<file path="src/rtl/vga_sram_scheduler.sv">
// Shares one asynchronous SRAM between the VGA display path (even slots) and the CPU port (remaining slots),
// and owns double-buffer front/back selection with swaps at the end of the active frame.
module vga_sram_scheduler #(
    parameter int unsigned ADDR_W = 20,
    parameter int unsigned DATA_W = 16
) (
    input  logic              clk,
    input  logic              rst_n,
    output logic              pix_en,
    input  logic              disp_vactive,
    input  logic              disp_req,
    input  logic [ADDR_W-2:0] disp_addr,
    output logic [DATA_W-1:0] disp_rdata,
    output logic              disp_rvalid,
    input  logic              cpu_valid,
    output logic              cpu_ready,
    input  logic              cpu_we,
    input  logic [ADDR_W-2:0] cpu_addr,
    input  logic [DATA_W-1:0] cpu_wdata,
    input  logic [1:0]        cpu_be,
    output logic [DATA_W-1:0] cpu_rdata,
    output logic              cpu_rvalid,
    input  logic              swap_req,
    output logic              front_buf,
    output logic              swap_done,
    output logic [ADDR_W-1:0] sram_addr,
    output logic [DATA_W-1:0] sram_dq_o,
    output logic              sram_dq_oe,
    input  logic [DATA_W-1:0] sram_dq_i,
    output logic              sram_ce_n,
    output logic              sram_oe_n,
    output logic              sram_we_n,
    output logic              sram_ub_n,
    output logic              sram_lb_n
);

    typedef enum logic [1:0] {
        ST_IDLE,
        ST_DRD,
        ST_CRD,
        ST_CWR
    } state_e;

    state_e              state;
    state_e              state_nxt;
    logic                phase;
    logic                grant_disp;
    logic [ADDR_W-1:0]   addr_nxt;
    logic [DATA_W-1:0]   dq_o_nxt;
    logic                ce_nxt;
    logic                oe_nxt;
    logic                we_nxt;
    logic                ub_nxt;
    logic                lb_nxt;
    logic                dq_oe_nxt;
    logic                vact_q;
    logic                vact_fall;
    logic                pending;

    // Slot phase: even slots (phase 0) belong to the display and pace the timing generator.
    always_ff @(posedge clk or negedge rst_n) begin
        if (!rst_n) begin
            phase <= 1'b0;
        end else begin
            phase <= ~phase;
        end
    end

    assign pix_en     = ~phase;
    assign grant_disp = ~phase & disp_req;
    assign cpu_ready  = cpu_valid & (phase | ~disp_req);

    // Issue state register.
    always_ff @(posedge clk or negedge rst_n) begin
        if (!rst_n) begin
            state <= ST_IDLE;
        end else begin
            state <= state_nxt;
        end
    end

    // Grant arbitration, address composition and next SRAM strobes.
    always_comb begin
        state_nxt = ST_IDLE;
        addr_nxt  = sram_addr;
        dq_o_nxt  = sram_dq_o;
        ce_nxt    = 1'b1;
        oe_nxt    = 1'b1;
        we_nxt    = 1'b1;
        ub_nxt    = 1'b1;
        lb_nxt    = 1'b1;
        dq_oe_nxt = 1'b0;

        if (grant_disp) begin
            state_nxt = ST_DRD;
            addr_nxt  = {front_buf, disp_addr};
        end else if (cpu_valid) begin
            state_nxt = cpu_we ? ST_CWR : ST_CRD;
            addr_nxt  = {~front_buf, cpu_addr};
            if (cpu_we) begin
                dq_o_nxt = cpu_wdata;
            end
        end

        case (state_nxt)
            ST_DRD, ST_CRD: begin
                ce_nxt = 1'b0;
                oe_nxt = 1'b0;
                ub_nxt = 1'b0;
                lb_nxt = 1'b0;
            end
            ST_CWR: begin
                ce_nxt    = 1'b0;
                we_nxt    = 1'b0;
                ub_nxt    = ~cpu_be[1];
                lb_nxt    = ~cpu_be[0];
                dq_oe_nxt = 1'b1;
            end
            default: begin
            end
        endcase
    end

    // Registered SRAM pins; dq_oe and oe_n switch on the same edge, the slot covers tWHZ.
    always_ff @(posedge clk or negedge rst_n) begin
        if (!rst_n) begin
            sram_addr  <= '0;
            sram_dq_o  <= '0;
            sram_dq_oe <= 1'b0;
            sram_ce_n  <= 1'b1;
            sram_oe_n  <= 1'b1;
            sram_we_n  <= 1'b1;
            sram_ub_n  <= 1'b1;
            sram_lb_n  <= 1'b1;
        end else begin
            sram_addr  <= addr_nxt;
            sram_dq_o  <= dq_o_nxt;
            sram_dq_oe <= dq_oe_nxt;
            sram_ce_n  <= ce_nxt;
            sram_oe_n  <= oe_nxt;
            sram_we_n  <= we_nxt;
            sram_ub_n  <= ub_nxt;
            sram_lb_n  <= lb_nxt;
        end
    end

    // Read return: capture on the edge that ends a read slot, steered by the state tag.
    always_ff @(posedge clk or negedge rst_n) begin
        if (!rst_n) begin
            disp_rdata  <= '0;
            disp_rvalid <= 1'b0;
            cpu_rdata   <= '0;
            cpu_rvalid  <= 1'b0;
        end else begin
            disp_rvalid <= (state == ST_DRD);
            cpu_rvalid  <= (state == ST_CRD);
            if (state == ST_DRD) begin
                disp_rdata <= sram_dq_i;
            end
            if (state == ST_CRD) begin
                cpu_rdata <= sram_dq_i;
            end
        end
    end

    assign vact_fall = vact_q & ~disp_vactive;

    // Double-buffer swap, taken only at the end of the active frame.
    always_ff @(posedge clk or negedge rst_n) begin
        if (!rst_n) begin
            vact_q    <= 1'b0;
            pending   <= 1'b0;
            front_buf <= 1'b0;
            swap_done <= 1'b0;
        end else begin
            vact_q    <= disp_vactive;
            swap_done <= 1'b0;
            if (vact_fall && (pending || swap_req)) begin
                front_buf <= ~front_buf;
                pending   <= 1'b0;
                swap_done <= 1'b1;
            end else if (swap_req) begin
                pending <= 1'b1;
            end
        end
    end

endmodule

</file>
<file path="config.mk">
export PLATFORM = sky130hd
export DESIGN_NAME = vga_sram_scheduler
export DESIGN_NICKNAME = d
export VERILOG_FILES = /design/src/rtl/vga_sram_scheduler.sv
export SDC_FILE = /design/constraint.sdc
export NUM_CORES = 1
export LEC_CHECK = 0
export ABC_AREA = 1
export CORE_MARGIN = 1
export CORE_UTILIZATION = 45
export CTS_BUF_LIST = sky130_fd_sc_hd__clkbuf_8
export DETAILED_ROUTE_END_ITERATION = 16
export GPL_TIMING_DRIVEN = 0
export PLACE_DENSITY = 0.83
export SLEW_MARGIN = 40
export SYNTH_ARGS = -nofsm -noshare
export SYNTH_HDL_FRONTEND = slang
export SYNTH_SLANG_ARGS = --single-unit
</file>
<file path="constraint.sdc">
create_clock -name clk -period 3.4 [get_ports clk]
set_input_delay 0.34 -clock clk [delete_from_list [all_inputs] [get_ports clk]]
set_output_delay 0.34 -clock clk [all_outputs]
set_load 0.05 [all_outputs]
</file>
==> run summary, run 1 <==
flop-to-flop setup slack = 1.75 ns
Setup Crit Path Kind = primary input to output pin
initial DRC count = 108
Finished Layout Cells = 625
worst setup path end = cpu_ready
CTS tree = built
Overflow after GRT = 0
wire per inst = 14.68 um
Syn Nets = 433
placed inst area = 0.005059 mm^2
Worst setup EP type = output pin
layout cells sized above 1 = 9.316%
total CTS buffers = 9
n_diodes = 0
Total GRT Usage = 24.46%
drt total wl = 9.173 mm
dpl hpwl = 6.938 mm
Multi-input gate area = 996.0 um^2
Sequential Area = 0.002083 mm^2
Antenna Nets Post-Route = 0
Fillers = 545
Crit path largest cell delay = 0.83 ns
Via density = 4.978
fin crit period = 2.657 ns
clock buffer depth = 2
Routability Congestion = 0.7990
port bufs = 157
placed insts = 608
Max Freq = 376.3 MHz
Chip Width = 88.18 um
RSZ-0062 raised after global routing = false
DRC Markers = 0
post-synthesis cell type count = 17
Worst EP required = 3.06 ns
FF-to-FF path depth = 10
Clock Skews = 0.007817 ns
worst hold path type = primary input to flop
Initial Util = 46.32%
critical-path cell list = clkdlybuf4s50_1 -> buf_4 -> buf_4 -> nand2_1 -> inv_1 -> clkdlybuf4s50_1
Synth Cell Area = 0.003342 mm^2
Die Y = 88.18 um
Sink Count = 83
CP arrival = 2.32 ns
Crit Reg-Reg Endpoint = sram_ub_n
vias in the first global route = 3057
outcome = finished, final reports clean
Least-Margin Pin Slew = 0.5732 ns
core footprint = 0.007214 mm^2
Clk Latency, worst-skew pair = 0.35 ns
max-cap viol count = 0
Reg clk slew, reported paths = 0.09 ns
Die Area = 0.007775 mm^2
worst-path maximum fanout = 10
Setup crit start kind = primary input
Nets = 603
CTS root buf = clkbuf_8
Worst R2R Start = phase
Seq cells post-synth = 83
PwrDens = 531.7 mW/mm^2
part of the Yosys area used for sequential elements = 62.34%
first-pass detailed-route iteration total = 4
Avg Inst Size Synth = 9.521 um^2
relative slew slack = 61.67%
htree depth = 3
final hold violations = 0
I/O Pins = 159
vias = 3111
initial antenna violation count = 0
CP startpoint = cpu_valid
first-pass GRT wire length = 14.26 mm
setup TNS = 0 ns
Slew Viols, Final = 0
static leakage = 2.483 nW
setup bufs post-CTS = 0
synthesis-to-finish area growth = 57.62%
Cells after Synth = 351
maximum vdd ir drop = 0.2649 mV
FP Rows = 31
largest net degree at the start of global routing = 46
Final Cell Area = 0.005268 mm^2
Setup-failing EPs final = 0
Synth warnings = 0
Tcrit/Tclk final = 78.16%
slowest CP cell = clkdlybuf4s50_1
worst min path at each step:
stage / start / endpoint / slack [ns] / cells after the start
finish: cpu_we / sram_dq_o[7] / 0.31 / 3
global route: cpu_we / sram_dq_o[7] / 0.31 / 3
CTS: cpu_we / sram_dq_o[6] / 0.29 / 3
detailed placement: rst_n / cpu_rdata[2] / 0.26 / 1
global placement: phase / phase / 0.43 / 1
floorplan: rst_n / cpu_rdata[0] / 0.04 / 0
state kept, by name, indices dropped and copies added (netlist names), 2 cells and up:
register,cells
sram_addr,20
cpu_rdata,16
disp_rdata,16
sram_dq_o,16
state,2
cell usage in the layout (no fill, tap or decap), drive strengths merged:
cell / netlist / routed
buf: 21 / 23
nand2: 95 / 95
inv: 33 / 35
a21oi: 1 / 1
bufinv: 0 / 1
nand4: 16 / 16
o21ai: 34 / 34
clkinvlp: 0 / 3
dlygate4sd3: 0 / 1
dfstp: 5 / 5
ha: 3 / 3
nand3: 62 / 62
dfrtp: 78 / 78
clkbuf: 2 / 11
clkinv: 0 / 1
clkdlybuf4s50: 0 / 156
nor2: 1 / 1
Yosys cell counts:
master	instances	share of area (%)
nand2_1	94	11
nand3_1	61	9.1
buf_6	1	0.34
inv_1	32	3.6
nand4_1	16	3.0
buf_4	7	1.6
nor2_1	1	0.11
nand3_2	1	0.30
nand2_4	1	0.34
o21ai_0	34	5.1
dfstp_2	5	3.9
clkbuf_2	2	0.30
inv_2	1	0.11
ha_1	3	1.1
buf_2	13	1.9
a21oi_1	1	0.15
dfrtp_1	78	58
layer usage:
layer | track usage, % | up-vias | share of wire (%)
li1 | - | 1486 | -
met1 | 27.16 | 1474 | 39
met2 | 43.29 | 141 | 51
met3 | 8.577 | 10 | 9.3
met4 | 8.798 | 0 | 1.5
met5 | 0 | - | 0
timing repair:
action / in CTS / in global routing
resized for setup: 0 / 0
hold buffers: 1 / 0
hold endpoints to repair: 38 / 0
cells by family (layout without fill, tap and decap cells):
logic type,count (synthesis),in the layout,synth area share (%)
simple gates,174,174,23.44
compound gates,35,35,5.241
fa+ha+maj,3,3,1.123
flops,83,83,62.34
buf+inv,56,231,7.862
critical path: cells and delay by family:
family        cells  cell delay (ns)
simple gates      1             0.09
buf+inv           5             1.89
where the power goes:
group          total [W]  internal, W  leakage, nW  switching (W)
combinational   0.000925     0.000330         1.38       0.000595
sequential       0.00117      0.00111         1.01      0.0000657
clock           0.000704     0.000343       0.0923       0.000361
cell type report:
class	count	area share [%]
plain buffers	23	2.637
clock buffers	9	2.352
clock inverters	7	1.425
inverters	33	2.352
multi-input cells	212	18.91
flip-flops and latches	83	39.55
well taps	99	2.352
repair buffers	159	30.43
through the flow:
step           power [W]  worst slack, ns  hold WS [ns]  utilization [%]
6_report        0.002801           0.7426        0.3069            73.01
4_1_cts         0.002826           0.7429        0.2925            73.01
3_3_place_gp    0.002097          -0.8066        0.4347            69.82
3_5_place_dp    0.002117           0.7486        0.2637            70.12
2_1_floorplan   0.001719            1.571       0.04441                -
5_1_grt         0.002924           0.6802        0.3053            73.01
(Power assumes the default switching activity.)
==> run 2, diff against run 1 <==
--- a/config.mk
+++ b/config.mk
@@ -7,11 +7,11 @@
 export LEC_CHECK = 0
 export ABC_AREA = 1
 export CORE_MARGIN = 1
-export CORE_UTILIZATION = 45
+export CORE_UTILIZATION = 38
 export CTS_BUF_LIST = sky130_fd_sc_hd__clkbuf_8
 export DETAILED_ROUTE_END_ITERATION = 16
 export GPL_TIMING_DRIVEN = 0
-export PLACE_DENSITY = 0.83
+export PLACE_DENSITY = 0.74
 export SLEW_MARGIN = 40
 export SYNTH_ARGS = -nofsm -noshare
 export SYNTH_HDL_FRONTEND = slang
==> constraint.sdc (replaced) <==
create_clock -name clk -period 2.4 [get_ports clk]
set_input_delay 0.24 -clock clk [delete_from_list [all_inputs] [get_ports clk]]
set_output_delay 0.24 -clock clk [all_outputs]
set_load 0.05 [all_outputs]
==> run summary, run 2 (same netlist as run 1, synthesis figures left out) <==
Reg clk slew, reported paths = 0.08 ns
CP arrival = 1.95 ns
static leakage = 2.506 nW
layout cells sized above 1 = 9.125%
FP Rows = 33
initial DRC count = 84
relative slew slack = 61.44%
Slew Viols, Final = 0
Worst setup EP type = output pin
PwrDens = 764.2 mW/mm^2
Setup crit start kind = primary input
max FFs per register = 20
first-pass detailed-route iteration total = 4
vias in the first global route = 3137
max-cap viol count = 0
maximum vdd ir drop = 0.3771 mV
clock buffer depth = 2
leading cell type in the layout, fill and taps excluded = clkdlybuf4s50_1
port bufs = 157
CTS root buf = clkbuf_8
Clk Latency, worst-skew pair = 0.34 ns
Tcrit/Tclk final = 91.20%
Nets = 603
WHS = 0.2174 ns
first-pass GRT wire length = 14.60 mm
flop-to-flop setup slack = 0.81 ns
core footprint = 0.008382 mm^2
RSZ-0062 raised after global routing = false
Routability Congestion = 0.7457
Overflow after GRT = 0
total CTS buffers = 9
Sequential Area = 0.002083 mm^2
initial antenna violation count = 0
worst-path maximum fanout = 10
I/O Pins = 159
Total GRT Usage = 21.16%
fin util = 63.23%
Die Area = 0.009174 mm^2
Multi-input gate area = 996.0 um^2
Die Y = 95.78 um
most frequent cells in the layout = 155 x clkdlybuf4s50_1, 94 x nand2_1, 78 x dfrtp_1, 61 x nand3_1, 34 x o21ai_0
Setup Crit Path Kind = primary input to output pin
n_diodes = 0
final worst slack = 0.2111 ns
final hold violations = 0
Via density = 4.916
htree depth = 3
setup TNS = 0 ns
drt total wl = 9.179 mm
outcome = finished, final reports clean
wire per inst = 14.55 um
Fillers = 736
pre-CTS setup slack = -0.09546 ns
Clock Skews = 0.007009 ns
Least-Margin Pin Slew = 0.5766 ns
Chip Width = 95.78 um
vias = 3102
FF-to-FF path depth = 10
Sink Count = 83
register with the highest flop count = sram_addr
Max Freq = 456.8 MHz
DRC Markers = 0
synthesis-to-finish area growth = 58.59%
dpl hpwl = 6.826 mm
fin crit period = 2.189 ns
Worst EP required = 2.16 ns
CTS tree = built
Hold Path Cell Cnt = 3
Initial Util = 39.87%
Antenna Nets Post-Route = 0
worst hold path type = primary input to flop
Setup-failing EPs final = 0
largest net degree at the start of global routing = 48
-- run 2: cell type report --
cell class                 count  share of cell area (%)
inverter                      33                   2.337
multi-input combinational    212                   18.79
tap                          105                   2.479
sequential                    83                   39.31
timing repair buffer         159                   30.36
clock buffer                   9                   2.337
clock inverter                 7                   1.771
buffer                        23                   2.620
-- run 2: what timing repair did --
item / 4_1_cts / 5_1_grt
setup buffers: 0 / 0
resized for setup: 1 / 0
endpoints found under the setup margin: 1 / 0
hold buffers: 1 / 0
endpoints found under the hold margin: 36 / 0
-- run 2: final timing paths --
check / start / endpoint
max: cpu_valid / cpu_ready
min: cpu_we / sram_dq_o[5]
max reg2reg: phase / sram_lb_n
min reg2reg: phase / phase
max in group asynchronous: rst_n / sram_we_n
min in group asynchronous: rst_n / cpu_rdata[3]
-- run 2: metal layers --
layer	global-route usage [%]	up-vias	part of all wire [%]
met5	0	-	0
li1	-	1480	-
met1	24.55	1444	41
met3	7.899	21	10
met4	8.706	0	2.5
met2	35.30	157	46
-- run 2: where the power goes --
| part | switching, W | total (W) | internal (W) |
|---|---|---|---|
| Sequential | 0.0000939 | 0.00166 | 0.00157 |
| Combinational | 0.000843 | 0.00131 | 0.000468 |
| Clock | 0.000494 | 0.00108 | 0.000584 |
-- run 2: worst max-delay path: stages --
cell and delay (ns):
clkdlybuf4s50_1 0.54, buf_4 0.21, buf_4 0.19, nand2_1 0.09
inv_1 0.12, dlygate4sd2_1 0.55
-- run 2: per-stage QoR --
step | total power (W) | instance area (um^2) | std cells
floorplan | 0.002436 | 3342 | 351
global placement | 0.002975 | 5045 | 613
detailed placement | 0.003002 | 5074 | 614
CTS | 0.004087 | 5300 | 631
global route | 0.004225 | 5300 | 631
finish | 0.004050 | 5300 | 631
